[src/rtl/fifo_rd_ptr_ctrl.sv]
// Read-side pointer controller for an asynchronous FIFO: synchronises the write
// Gray pointer, tracks the read pointer and derives empty, fill level and underflow.

module gray_to_binary #(
    parameter int PTR = 5
) (
    input  logic [PTR-1:0] gray,
    output logic [PTR-1:0] bin
);

    // Each binary bit is the XOR of all Gray bits at and above its position.
    always_comb begin
        bin = '0;
        for (int i = 0; i < PTR; i++) begin
            bin[i] = ^(gray >> i);
        end
    end

endmodule

module fifo_rd_ptr_ctrl #(
    parameter int ADDR_W = 4
) (
    input  logic              clk,
    input  logic              rst_n,
    input  logic [ADDR_W:0]   wr_ptr_gray,
    input  logic              rd_req,
    output logic              rd_en,
    output logic [ADDR_W-1:0] rd_addr,
    output logic [ADDR_W:0]   rd_ptr_gray,
    output logic              empty,
    output logic [ADDR_W:0]   rd_level,
    output logic              underflow
);

    localparam int PTR = ADDR_W + 1;

    logic [PTR-1:0] wr_gray_s1_q, wr_gray_s1_d;
    logic [PTR-1:0] wr_gray_s2_q, wr_gray_s2_d;
    logic [PTR-1:0] rd_bin_q,     rd_bin_d;
    logic [PTR-1:0] rd_gray_q,    rd_gray_d;
    logic           empty_q,      empty_d;
    logic [PTR-1:0] rd_level_q,   rd_level_d;
    logic           underflow_q,  underflow_d;

    logic [PTR-1:0] wr_bin_sync_s;
    logic           rd_en_s;

    gray_to_binary #(
        .PTR (PTR)
    ) u_wr_g2b (
        .gray (wr_gray_s2_q),
        .bin  (wr_bin_sync_s)
    );

    // Next-state logic: pop acceptance, pointer advance and flag computation.
    always_comb begin
        rd_en_s      = rd_req & ~empty_q;
        wr_gray_s1_d = wr_ptr_gray;
        wr_gray_s2_d = wr_gray_s1_q;
        rd_bin_d     = rd_bin_q + {{(PTR-1){1'b0}}, rd_en_s};
        rd_gray_d    = rd_bin_d ^ (rd_bin_d >> 1);
        // Flags look at the post-pop pointer so a pop and a sync update in the
        // same cycle are both reflected without losing a count.
        empty_d      = (rd_gray_d == wr_gray_s2_q);
        rd_level_d   = wr_bin_sync_s - rd_bin_d;
        underflow_d  = rd_req & empty_q;
    end

    // State registers with synchronous active-low reset.
    always_ff @(posedge clk) begin
        if (!rst_n) begin
            wr_gray_s1_q <= {PTR{1'b0}};
            wr_gray_s2_q <= {PTR{1'b0}};
            rd_bin_q     <= {PTR{1'b0}};
            rd_gray_q    <= {PTR{1'b0}};
            empty_q      <= 1'b1;
            rd_level_q   <= {PTR{1'b0}};
            underflow_q  <= 1'b0;
        end else begin
            wr_gray_s1_q <= wr_gray_s1_d;
            wr_gray_s2_q <= wr_gray_s2_d;
            rd_bin_q     <= rd_bin_d;
            rd_gray_q    <= rd_gray_d;
            empty_q      <= empty_d;
            rd_level_q   <= rd_level_d;
            underflow_q  <= underflow_d;
        end
    end

    assign rd_en       = rd_en_s;
    assign rd_addr     = rd_bin_q[ADDR_W-1:0];
    assign rd_ptr_gray = rd_gray_q;
    assign empty       = empty_q;
    assign rd_level    = rd_level_q;
    assign underflow   = underflow_q;

endmodule

[config.mk]
export PLATFORM = sky130hd
export DESIGN_NAME = fifo_rd_ptr_ctrl
export DESIGN_NICKNAME = d
export VERILOG_FILES = /design/src/rtl/fifo_rd_ptr_ctrl.sv
export SDC_FILE = /design/constraint.sdc
export NUM_CORES = 1
export LEC_CHECK = 0
export CAP_MARGIN = 25
export CORE_MARGIN = 2
export CORE_UTILIZATION = 45
export CTS_CLUSTER_DIAMETER = 150
export DETAILED_ROUTE_END_ITERATION = 16
export GPL_ROUTABILITY_DRIVEN = 0
export PLACE_DENSITY = 0.7
export SLEW_MARGIN = 0
export SYNTH_ARGS = -nofsm -noshare
export SYNTH_HDL_FRONTEND = slang
export SYNTH_SLANG_ARGS = --single-unit
[constraint.sdc]
create_clock -name clk -period 4.4 [get_ports clk]
set_input_delay 0.66 -clock clk [delete_from_list [all_inputs] [get_ports clk]]
set_output_delay 0.66 -clock clk [all_outputs]
set_load 0.01 [all_outputs]
; After elaboration in Yosys (flattened, before gate mapping)
; Index checks and enable logic that the tools add are counted.
[word_totals]
reg_bits = 27
input_bits = 8
output_inout_bits = 17
elab_cells = 19
[classes]
addsub = 2
eq_ne = 1
n_bitwise = 4
reduce_logical = 5
[op_table]
columns = op, n
row1 = 5-bit XOR reduction, 5
row2 = 5-bit by 1-bit adder with 5-bit output, 1
row3 = 5-bit equality test, 1
row4 = 5-bit subtractor, 1
row5 = 5-bit by 4-bit bitwise XOR with 5-bit output, 1
row6 = 1-bit AND, 2
row7 = 1-bit NOT, 1

; Depth between registers and ports, before layout
[depth]
depth_word = 5
ltp_mapped = 11
depth_no_buf = 11

; Modules after synthesis
; Synthesis repeated with hierarchy kept, for this count alone.
[hier_totals]
cells_unflattened = 122
hier_area_um2 = 1305.0
[modules_own_cells]
columns = module, instances, cells_per_inst, area_per_inst_um2, seq_area_each_um2
row1 = fifo_rd_ptr_ctrl, 1, 116, 1232.4, 520.5
row2 = gray_to_binary, 1, 6, 72.6, 0.0

; Worst setup path before layout
; Ideal clock, no wire load.
[synth_path]
kind = in2reg
from = input port rd_req
to = register rd_level_q[4], in the netlist rd_level[4]
setup_time_ps = 70
arrival_time_ps = 2961
required_time_ps = 4330
slack_ps = 1369
cell_stages = 10
n_path_buf = 0
cell_sequence = nor2b_1 -> ha_1 -> ha_1 -> xor2_2 -> inv_1 -> ha_1 -> a21o_1 -> maj3_1 -> or2_2 -> a21boi_1
[synth_between]
elab_chain_len = 3
[synth_lines]
columns = item, line
row1 = from (decl), 27  ; input logic rd_req,
row2 = 1-bit AND, 58  ; rd_en_s = rd_req & ~empty_q;
row3 = 5-bit by 1-bit adder with 5-bit output, 61  ; rd_bin_d = rd_bin_q + {{(PTR-1){1'b0}}, rd_en_s};
row4 = 5-bit subtractor, 66  ; rd_level_d = wr_bin_sync_s - rd_bin_d;
row5 = to (signal assigned), 78  ; rd_level_q <= {PTR{1'b0}};
row6 = to (signal assigned), 86  ; rd_level_q <= rd_level_d;
row7 = to (decl), 43  ; logic [PTR-1:0] rd_level_q, rd_level_d;
; Every way passes these cells.
; A chain may end at the register's enable or synchronous reset.

; Worst setup path after layout
; Same ends and word-level chain as after synthesis.

==> qor.csv <==
stage;metric;value;unit
timing;setup_viol;0;
placed_design;post-place-ws;0.844;ns
die;ioPinCount;25;
critical_path;cp_max_fo;5;
synthesis;ys_ff_latch;26;
clock_tree;cts.htree.levels;1;
synthesis;synthArstFlopShare;0;
cells_and_area;seq_area;520;sq um
placed_design;dp_hpwl;1290;microns
clock_tree;cts.repair.resized;0;
timing;period_needed;3.22;ns
cells_and_area;antennaDiodeCount;0;
timing;max_freq;310;MHz
synthesis;synth_top_cell_by_area;dfxtp_1;
detailed_routing;post_drt_wl_per_cell;10.7;microns
synthesis;synthCells;103;
critical_path;cp_data_required_time;4.67;ns
cells_and_area;area_delta_synth_final;25.9;%
die;initial_utilization;0.465;
cells_and_area;multi_input_area;587;sq um
global_routing;antenna_found_initial;0;
detailed_routing;via_per_inst;4.59;
synthesis;synth_area_per_cell;11.0;sq um
synthesis;ys.flop_type;dfxtp_1;
global_routing;overflow;0;
timing;final.setup.worst_slack;1.18;ns
pwr;power_leakage;0.612;nW
critical_path;critPathKind;in2reg;
timing;worst_slew_pin_slew;0.697;ns
detailed_routing;antenna_left;0;
synthesis;synth_top_area_frac;0.461;
clock_tree;path_clk_slew;0.14;ns
pwr;irDropWorstVdd;0.198;mV
clock_tree;cts_buffers;3;
die;fp.dieW;54.1;microns
clock_tree;cts_tree;built;
run;cap_viol_max_count;0;
cells_and_area;nNetsFinal;144;
timing;tns;0;ns
die;die_area;2930;sq um
detailed_routing;dr.pass1.iters;4;
detailed_routing;num_vias;726;
pwr;power_per_cell_area;326;nW/um^2
detailed_routing;drtIter0Drc;10;
synthesis;yosys_warnings;0;
global_routing;grt_pass1_wl;2970;microns
global_routing;grt_pass1_vias;698;
synthesis;synth_common_cells;dfxtp_1 (26), and2_1 (20), xnor2_1 (10);
timing;drv_slew;0;
synthesis;yosysMostFrequentCell;dfxtp_1;
global_routing;grtUsageTotal;0.144;
die;fp.dieH;54.1;microns
timing;relSlewSlack;0.534;
hold_path;hold_class;reg2reg;
global_routing;grt_max_degree;27;
timing;skew;0.0119;ns
synthesis;synth_edf_count;0;
clock_tree;worstSkewPairLatency;0.32;ns
clock_tree;clock_path_buffers;2;
clock_tree;clock-sinks;26;
die;rows;18;
cells_and_area;drive_above_1_share;0.0781;
clock_tree;cts_setup_buffers;0;
placed_design;io_buffer_count;24;
outcome;outcome;finished clean;
timing;rsz0062_at_grt;false;
timing;finalCritPeriodShare;0.733;
clock_tree;hold_buffers;0;
synthesis;yosys-top-cells-area;dfxtp_1 (46%), and2_1 (11%), xnor2_1 (7.8%);
critical_path;cp-end-kind;flip-flop;
critical_path;start_kind;input port;
synthesis;syn_nets;117;
cells_and_area;fill_cells;218;
die;coreArea;2430;sq um
critical_path;arrival;3.49;ns
synthesis;ys_seq_area_frac;0.461;
synthesis;ys_types;27;
clock_tree;clk_root_buffer_cell;clkbuf_4;
detailed_routing;routed_wl;1700;microns
detailed_routing;drc;0;
timing;hold_violations;0;
synthesis;synth_area;1130;sq um
[worst paths after layout]
path	from	endpoint	slack, ns	cells after the start
setup / recovery	rd_req	rd_level[4]	1.18	11
hold / removal	wr_gray_s1_q[1]	wr_gray_s2_q[1]	0.45	1
setup reg to reg	wr_gray_s2_q[4]	rd_level[4]	1.34	11
hold reg to reg	wr_gray_s1_q[1]	wr_gray_s2_q[1]	0.45	1
[placed cells by master (no fill, tap or decap)]
| cell type | n |
|---|---|
| or2_2 | 1 |
| inv_1 | 4 |
| a22o_1 | 1 |
| a21oi_1 | 1 |
| and2_2 | 1 |
| clkbuf_4 | 3 |
| and2b_2 | 1 |
| nand3_1 | 2 |
| xor2_2 | 1 |
| nor2_1 | 1 |
| o41ai_2 | 1 |
| and2_1 | 20 |
| a21boi_1 | 1 |
| dfxtp_1 | 26 |
| fa_1 | 1 |
| xnor2_2 | 1 |
| nor2b_1 | 3 |
| a21o_1 | 2 |
| maj3_1 | 1 |
| ha_1 | 5 |
| clkdlybuf4s50_1 | 24 |
| mux2_2 | 1 |
| nor3_1 | 1 |
| and3_1 | 2 |
| xnor3_1 | 1 |
| xor2_1 | 9 |
| xnor2_1 | 10 |
| nand2_1 | 3 |
[power breakdown]
part | internal [W] | switching [W]
registers | 0.000253 | 0.00000644
clock network | 0.0000321 | 0.0000675
logic | 0.0000614 | 0.0000424
total | 0.000347 | 0.000116
[critical path: stages]
cell and delay (ns):
clkdlybuf4s50_1 0.47, nor2b_1 0.19, ha_1 0.22, ha_1 0.31, xor2_2 0.30, inv_1 0.08
ha_1 0.34, a21o_1 0.17, maj3_1 0.36, or2_2 0.28, a21boi_1 0.13
[state kept, by name, summed over array words and instances, names as in the netlist]
register      cells
rd_level          5
empty             1
wr_gray_s2_q      5
underflow         1
rd_bin_q          5
rd_ptr_gray       4
wr_gray_s1_q      5
[area by class of cell]
class                           instances  share of cell area
Sequential cell                        26               0.366
Timing Repair Buffer                   24               0.169
Inverter                                4              0.0106
Clock buffer                            3              0.0158
Multi-Input combinational cell         71               0.412
Tap cell                               30              0.0264
[layer usage]
metal  wire [microns]  track usage  share of wire
met1              797        0.178           0.47
met2              790        0.240           0.47
met3               78       0.0250          0.046
met4               31       0.0750          0.018
met5                0            0              0
[logic make-up (layout without fill, tap and decap cells)]
group,count (synthesis),in the layout,share of synthesized area
compound gates,6,6,0.0465
xor+xnor,22,22,0.196
fa+ha+maj,7,7,0.0820
buf+inv,6,31,0.0199
flops,26,26,0.461
mux,1,1,0.00997
simple gates,35,35,0.185
[metrics by stage]
step / hold slack, ns / cells / area [sq um] / util / total power, W
after floorplan: 0.412 / 103 / 1130 / - / 0.000326
after global placement: 0.414 / 155 / 1400 / 0.576 / 0.000369
after detailed placement: 0.420 / 155 / 1400 / 0.576 / 0.000371
after CTS: 0.452 / 158 / 1420 / 0.585 / 0.000470
after global routing: 0.476 / 158 / 1420 / 0.585 / 0.000494
final: 0.447 / 158 / 1420 / 0.585 / 0.000463
Note: power is estimated with default switching activity, not from simulation.
